**src/rtl/axis_cp_fifo_if.sv**
```systemverilog
// AXI4-Stream bundle used on both sides of axis_cp_fifo.
// The master drives payload and valid, and the slave drives ready.
interface axis_cp_fifo_if;
    logic [127:0] tdata;
    logic [15:0]  tkeep;
    logic         tlast;
    logic         tvalid;
    logic         tready;

    modport master (output tdata, output tkeep, output tlast, output tvalid, input tready);
    modport slave  (input tdata, input tkeep, input tlast, input tvalid, output tready);
endinterface

```
**src/rtl/axis_cp_fifo.sv**
```systemverilog
// First-word-fall-through AXI4-Stream FIFO with cut-through or store-and-forward release.
// level and pkt_count report the stored words and the complete packets held.
module axis_cp_fifo #(
    parameter int unsigned DEPTH    = 16,
    parameter int unsigned PKT_MODE = 0
) (
    input  logic                   clk,
    input  logic                   rst,
    axis_cp_fifo_if.slave          s_axis,
    axis_cp_fifo_if.master         m_axis,
    output logic [$clog2(DEPTH):0] level,
    output logic [$clog2(DEPTH):0] pkt_count
);

    localparam int unsigned AW = $clog2(DEPTH);
    localparam int unsigned CW = AW + 1;

    localparam logic [AW-1:0] PTR_ONE  = AW'(1);
    localparam logic [CW-1:0] CNT_ONE  = CW'(1);
    localparam logic [CW-1:0] FULL_LVL = CW'(DEPTH);

    typedef struct packed {
        logic [127:0] data;
        logic [15:0]  keep;
        logic         last;
    } entry_t;

    entry_t        mem_q [DEPTH];
    entry_t        head;

    logic [AW-1:0] wr_ptr_q, wr_ptr_d;
    logic [AW-1:0] rd_ptr_q, rd_ptr_d;
    logic [CW-1:0] level_q, level_d;
    logic [CW-1:0] pkt_q, pkt_d;
    logic          s_ready_q, s_ready_d;

    logic          full;
    logic          empty;
    logic          m_valid;
    logic          wr_en;
    logic          rd_en;
    logic          pkt_inc;
    logic          pkt_dec;

    always_comb begin
        head  = mem_q[rd_ptr_q];
        full  = (level_q == FULL_LVL);
        empty = (level_q == '0);

        // Releasing on full lets a packet longer than the FIFO drain in store-and-forward mode.
        if (PKT_MODE == 0) begin
            m_valid = !empty;
        end else begin
            m_valid = !empty && ((pkt_q != '0) || full);
        end

        wr_en   = s_axis.tvalid && s_ready_q;
        rd_en   = m_valid && m_axis.tready;
        pkt_inc = wr_en && s_axis.tlast;
        pkt_dec = rd_en && head.last;

        wr_ptr_d = wr_en ? (wr_ptr_q + PTR_ONE) : wr_ptr_q;
        rd_ptr_d = rd_en ? (rd_ptr_q + PTR_ONE) : rd_ptr_q;

        level_d = level_q;
        unique case ({wr_en, rd_en})
            2'b10:   level_d = level_q + CNT_ONE;
            2'b01:   level_d = level_q - CNT_ONE;
            default: level_d = level_q;
        endcase

        pkt_d = pkt_q;
        unique case ({pkt_inc, pkt_dec})
            2'b10:   pkt_d = pkt_q + CNT_ONE;
            2'b01:   pkt_d = pkt_q - CNT_ONE;
            default: pkt_d = pkt_q;
        endcase

        // Ready comes from the next-state level, so it is a flop output that never allows overflow.
        s_ready_d = (level_d != FULL_LVL);
    end

    always_ff @(posedge clk or negedge rst) begin
        if (!rst) begin
            wr_ptr_q  <= '0;
            rd_ptr_q  <= '0;
            level_q   <= '0;
            pkt_q     <= '0;
            s_ready_q <= 1'b0;
        end else begin
            wr_ptr_q  <= wr_ptr_d;
            rd_ptr_q  <= rd_ptr_d;
            level_q   <= level_d;
            pkt_q     <= pkt_d;
            s_ready_q <= s_ready_d;
        end
    end

    always_ff @(posedge clk) begin
        if (wr_en) begin
            mem_q[wr_ptr_q] <= {s_axis.tdata, s_axis.tkeep, s_axis.tlast};
        end
    end

    always_comb begin
        s_axis.tready = s_ready_q;
        m_axis.tvalid = m_valid;
        m_axis.tdata  = m_valid ? head.data : '0;
        m_axis.tkeep  = m_valid ? head.keep : '0;
        m_axis.tlast  = m_valid ? head.last : 1'b0;
        level         = level_q;
        pkt_count     = pkt_q;
    end

endmodule

```
**src/flat_wrapper.sv**
```systemverilog
// flat-port wrapper written by rule: the top's interface ports become plain ports
module axis_cp_fifo_flat 
#(
    parameter int unsigned DEPTH    = 16,
    parameter int unsigned PKT_MODE = 0
)
  (clk, rst, level, pkt_count, s_axis_tdata, s_axis_tkeep, s_axis_tlast, s_axis_tvalid, s_axis_tready, m_axis_tdata, m_axis_tkeep, m_axis_tlast, m_axis_tvalid, m_axis_tready);
  axis_cp_fifo_if s_axis_i ();
  axis_cp_fifo_if m_axis_i ();
  input  logic clk;
  input  logic rst;
  output logic [$clog2(DEPTH):0] level;
  output logic [$clog2(DEPTH):0] pkt_count;
  input wire logic [$bits(s_axis_i.tdata)-1:0] s_axis_tdata;
  input wire logic [$bits(s_axis_i.tkeep)-1:0] s_axis_tkeep;
  input wire logic [$bits(s_axis_i.tlast)-1:0] s_axis_tlast;
  input wire logic [$bits(s_axis_i.tvalid)-1:0] s_axis_tvalid;
  output wire logic [$bits(s_axis_i.tready)-1:0] s_axis_tready;
  output wire logic [$bits(m_axis_i.tdata)-1:0] m_axis_tdata;
  output wire logic [$bits(m_axis_i.tkeep)-1:0] m_axis_tkeep;
  output wire logic [$bits(m_axis_i.tlast)-1:0] m_axis_tlast;
  output wire logic [$bits(m_axis_i.tvalid)-1:0] m_axis_tvalid;
  input wire logic [$bits(m_axis_i.tready)-1:0] m_axis_tready;
  assign s_axis_i.tdata = s_axis_tdata;
  assign s_axis_i.tkeep = s_axis_tkeep;
  assign s_axis_i.tlast = s_axis_tlast;
  assign s_axis_i.tvalid = s_axis_tvalid;
  assign s_axis_tready = s_axis_i.tready;
  assign m_axis_tdata = m_axis_i.tdata;
  assign m_axis_tkeep = m_axis_i.tkeep;
  assign m_axis_tlast = m_axis_i.tlast;
  assign m_axis_tvalid = m_axis_i.tvalid;
  assign m_axis_i.tready = m_axis_tready;
  axis_cp_fifo #(.DEPTH(DEPTH), .PKT_MODE(PKT_MODE)) u_core (.clk(clk), .rst(rst), .s_axis(s_axis_i), .m_axis(m_axis_i), .level(level), .pkt_count(pkt_count));
endmodule
```
**config.mk**
```make
export PLATFORM = sky130hd
export DESIGN_NAME = axis_cp_fifo_flat
export DESIGN_NICKNAME = d
export VERILOG_FILES = /design/src/rtl/axis_cp_fifo_if.sv /design/src/rtl/axis_cp_fifo.sv /design/src/flat_wrapper.sv
export SDC_FILE = /design/constraint.sdc
export NUM_CORES = 2
export LEC_CHECK = 0
export CAP_MARGIN = 10
export CORE_MARGIN = 4
export CORE_UTILIZATION = 40
export DETAILED_ROUTE_END_ITERATION = 8
export GPL_TIMING_DRIVEN = 1
export SYNTH_ARGS = -nofsm -noshare
export SYNTH_HDL_FRONTEND = slang
export SYNTH_SLANG_ARGS = --single-unit
```
**constraint.sdc**
```tcl
create_clock -name clk -period 14.74 [get_ports clk]
set_input_delay 1.474 -clock clk [delete_from_list [all_inputs] [get_ports clk]]
set_output_delay 1.474 -clock clk [all_outputs]
set_load 0.02 [all_outputs]
```
======== After elaboration in Yosys (flattened, before gate mapping) ========
Memory sizes are Yosys's and may differ from the RTL's.
Cells that the tools add are included.
word-level totals
  memories ................................ 1
  memory bits (writable) .................. 2,320
  input bits .............................. 149
  logic and storage cells ................. 31
  output and inout bits ................... 157
  register bits ........................... 19
operators by class
  equal/unequal tests ..................... 5
  reductions and logical operators ........ 7
  add/sub/neg operators ................... 6
  multiplexer cells ....................... 7
memory list
  name          words  bits a word  read ports  clocked after memory_dff  wr ports  line                text
  u_core.mem_q  16     145          1           0                         1         axis_cp_fifo.sv:28  entry_t mem_q [DEPTH];
operator list
  cell                   number
  $mux W128              1
  $pmux W5 S2            2
  $mux W16               1
  $add A5 B1 Y5 const B  2
  $sub A5 B1 Y5 const B  2
  $add A4 B1 Y4 const B  2
  $logic_not A5 Y1       1
  $ne A5 B5 Y1 const B   1
  $eq A2 B1 Y1 const B   2
  $eq A2 B2 Y1 const B   2
  $logic_and A1 B1 Y1    4
  $mux W1                3
  $reduce_bool A2 Y1     1
  $logic_not A1 Y1       1

======== Longest topological paths before layout ========
  depth after elaboration ................. 6
  mapped depth ............................ 16
  gate-level depth less buffers ........... 13

======== Worst setup path before layout ========
Ideal clock, no wire load.
  kind .................................... input port to flip-flop
  start point ............................. input s_axis_tvalid
  end point ............................... memory u_core.mem_q[10][0] (netlist bit), enable pin
  arrival ................................. 5,322 ps
  data required time ...................... 14,219 ps
  path buffers ............................ 0
  stages .................................. 3
  library setup time ...................... 521 ps
  setup slack ............................. 8,896 ps
  path through ............................ nand2_1 nor3b_1 and2_1
between the ends
  word-level cells in the longest chain between the ends .. 3
RTL lines
  what                           line                 text
  start: declaration             flat_wrapper.sv:17   input wire logic [$bits(s_axis_i.tvalid)-1:0] s_axis_tvalid;
  $logic_and A1 B1 Y1            axis_cp_fifo.sv:57   wr_en = s_axis.tvalid && s_ready_q;
  $mux W1                        axis_cp_fifo.sv:100  if (wr_en) begin
  $mux W1 (implied by the code)  axis_cp_fifo.sv:101  mem_q[wr_ptr_q] <= {s_axis.tdata, s_axis.tkeep, s_axis.tlast};
  end: declaration               axis_cp_fifo.sv:28
No other way between the ends.

======== Worst setup path in the final report ========
  start point ............................. register u_core.rd_ptr_q[0]
  end point ............................... output m_axis_tdata[74]
between the ends
  word-level cells in the longest chain between the ends .. 2
RTL lines
  what                      line                 text
  start: declaration        axis_cp_fifo.sv:32   logic [AW-1:0] rd_ptr_q, rd_ptr_d;
  start signal: assignment  axis_cp_fifo.sv:92   rd_ptr_q <= rd_ptr_d;
  $mem_v2 Z16 W145          n/a
  $mux W128                 axis_cp_fifo.sv:108  m_axis.tdata = m_valid ? head.data : '0;
  end: declaration          flat_wrapper.sv:19   output wire logic [$bits(m_axis_i.tdata)-1:0] m_axis_tdata;
No other way between the ends.

==> flow_metrics.env <==
export IMPL_row_count=172
export IMPL_critPathRequiredTime_ns=13.27
export IMPL_chipWidth_um=480
export IMPL_start_kind="register"
export IMPL_min_period_over_period_pct=51.5
export IMPL_placed_cells=6658
export IMPL_ctsHoldBuffers=0
export IMPL_die_y_um=480
export IMPL_finalSetupViolations=0
export IMPL_crit_buf_inv=4
export IMPL_clockBufferDepth=3
export IMPL_cts_clk_slew_worst_paths_ns=0.06
export IMPL_worst_pin_slew_ns=1.07
export IMPL_first_pass_iters=5
export IMPL_wire_per_inst_um=29.7
export IMPL_cap_violations=0
export IMPL_endpoint_kind="primary output"
export IMPL_track_usage_pct=18.3
export IMPL_hp_class="reg -> reg"
export IMPL_hpwl_mm=105
export IMPL_via_count=39425
export IMPL_initial_core_util_pct=40.4
export IMPL_first_iter_violations=3647
export IMPL_synthCells=3507
export IMPL_cpMaxStageDelayCell="dfrtp_4"
export IMPL_grt_pass1_vias=41647
export IMPL_hold_viol=0
export IMPL_io_pins=306
export IMPL_crit_type="reg -> out"
export IMPL_synth_seq_cells=2339
export IMPL_drc=0
export IMPL_ys_warn_count=0
export IMPL_place_congestion=0.716
export IMPL_syn_area_per_cell_sq_um=25.4
export IMPL_slowest_delay_ns=0.91
export IMPL_arrival_ns=6.12
export IMPL_antenna_found_initial=42
export IMPL_cts_repair_resized=0
export IMPL_synth_nets=3668
export IMPL_status="completed"
export IMPL_max_slew_margin_rel_pct=28.5
export IMPL_p_per_area_mw_per_mm2=202
export IMPL_yosysSeqAreaShare_pct=78.8
export IMPL_drt_total_wl_mm=211
export IMPL_clock_sinks=2339
export IMPL_clock_fmax_mhz=132
export IMPL_post_cts_setup_buffer_count=0
export IMPL_core_sq_mm=0.220
export IMPL_insertion_delay_ns=0.85
export IMPL_async_flop_share_pct=0.812
export IMPL_area_growth_pct=16.0
export IMPL_cts_tree="done"
export IMPL_fin_crit_ns=7.59
export IMPL_synth_edff_count=2320
export IMPL_rsz0062_at_grt="no"
export IMPL_portBuffers=305
export IMPL_htree_levels=4
export IMPL_dieArea_sq_mm=0.230
export IMPL_nets=4097
export IMPL_peakVddDrop_v=0.000173
export IMPL_ant_nets=0
export IMPL_dominantRegCellSynth="edfxtp_1"
export IMPL_numCtsBuffers=234
export IMPL_grt_max_degree=148
export IMPL_vias_per_cell=5.54
export IMPL_root_buffer="clkbuf_16"
export IMPL_synth_distinct_cells=43
export IMPL_drive_above_1_share_pct=28.1
export IMPL_crit_family="buffers and inverters"
export IMPL_fin_setup_tns_ns=0
export IMPL_grt_pass1_wl_mm=305
export IMPL_nFillCells=17981
export IMPL_synth_area_sq_mm=0.0890
export IMPL_maxSlewViolCount=0
export IMPL_final_cells=7111
export IMPL_worstPathCellList="buf_12, buf_4, buf_4, mux4_2, mux4_2, and2_1, clkdlybuf4s50_1"
export IMPL_clock_skew_ns=0.0381
export IMPL_overflow=0
export IMPL_cellLeakagePower_nw=31.7
export IMPL_cp_max_fo=105
layout make-up:
| class | count | area (sq um) | share of cell area, % |
|---|---|---|---|
| Clock buffer | 279 | 6060 | 5.87 |
| Sequential cell | 2339 | 70200 | 68.0 |
| Clock inverter | 158 | 1410 | 1.37 |
| Multi-Input combinational cell | 976 | 18100 | 17.5 |
| Inverter | 9 | 38.8 | 0.0376 |
| Tap cell | 2958 | 3700 | 3.59 |
| Timing Repair Buffer | 376 | 3750 | 3.63 |
| Antenna cell | 16 | 40.0 | 0.0388 |
Yosys cell counts, types with 2 or more instances:
library cell     n  share of area, %
buf_1            9             0.038
nor2_1           7             0.030
edfxtp_1      2320                78
and2_1         156               1.1
nor3_1           2             0.011
nor2b_1          2             0.014
a31oi_1          2             0.014
nand2_1         10             0.042
inv_1            8             0.034
ha_1            11              0.15
xnor2_1         10             0.098
a211oi_1         2             0.017
nor4b_1          2             0.020
mux4_2         724                18
o21ai_0          6             0.034
nand3_1          3             0.017
and3_1           7             0.049
dfrtp_1         19              0.53
a21oi_1          7             0.039
clkbuf_1       101              0.43
xor2_1           3             0.030
buf_2           72              0.41
mux2_2           4             0.051
power by group:
part | internal, mW | switching, mW
registers | 8.02 | 0.250
clock network | 3.25 | 2.50
logic | 3.29 | 3.50
total | 14.6 | 6.24
per-stage QoR:
step	power [mW]	instance area [sq um]	hold slack (ns)	worst slack, ns	util (%)
final	20.8	103000	0.522	7.15	46.8
after CTS	21.2	103000	0.521	6.79	46.8
after detailed placement	15.4	95700	0.513	7.74	43.4
after global placement	15.4	95700	0.515	7.77	43.4
after floorplan	12.8	89000	0.482	8.90	-
after global routing	21.8	103000	0.550	6.52	46.8
layer usage:
layer	GRT usage (%)	part of all wire (%)
met3	3.58	5.5
met1	24.3	40
met2	31.0	51
met5	0	0.052
met4	5.26	2.5
sequential cells by signal (all words and copies together), names as in the netlist:
name and flops:
u_core.level 5, u_core.mem_q 2320, u_core.rd_ptr_q 4, u_core.s_axis.tready 1, u_core.pkt_count 5, u_core.wr_ptr_q 4
worst paths after layout:
path                                          start                   to  slack [ns]  cells after the start
worst max-delay path             u_core.rd_ptr_q[0]     m_axis_tdata[74]        7.15                      7
worst min-delay path            u_core.pkt_count[4]  u_core.pkt_count[4]        0.52                      1
worst max register to register   u_core.rd_ptr_q[0]  u_core.pkt_count[4]        9.68                     12
worst min register to register  u_core.pkt_count[4]  u_core.pkt_count[4]        0.52                      1
max in group asynchronous                       rst   u_core.rd_ptr_q[2]       13.39                      2
min in group asynchronous                       rst      u_core.level[0]        1.00                      2
kinds of logic (layout without fill, tap and decap cells):
kind of cell / count (synthesis) / count (layout) / synth area share [%]
AO/OA/AOI/OAI: 25 / 25 / 0.191
XOR/XNOR: 13 / 13 / 0.128
adder cells (fa/ha/maj): 12 / 12 / 0.177
buffers and inverters: 192 / 822 / 0.920
flip-flops: 2339 / 2339 / 78.8
multiplexers: 729 / 729 / 18.4
other: 0 / 16 / 0
AND/OR/NAND/NOR: 197 / 197 / 1.36
layout by cell type, fill, tap and decap left out, types with 5 or more instances in the layout:
cell	n
diode_2	16
clkinv_1	58
bufinv_16	18
xnor2_1	10
nor2_1	7
clkbuf_16	234
clkinvlp_4	8
ha_1	11
nand2_1	10
buf_12	13
inv_1	8
clkinv_16	5
o21ai_0	6
edfxtp_1	2320
mux4_2	724
inv_6	8
and2_4	12
a21oi_1	7
dfrtp_1	15
and2_1	144
buf_4	58
clkbuf_1	41
clkinv_2	54
clkdlybuf4s50_1	305
Power figures use the tool's default switching activity.
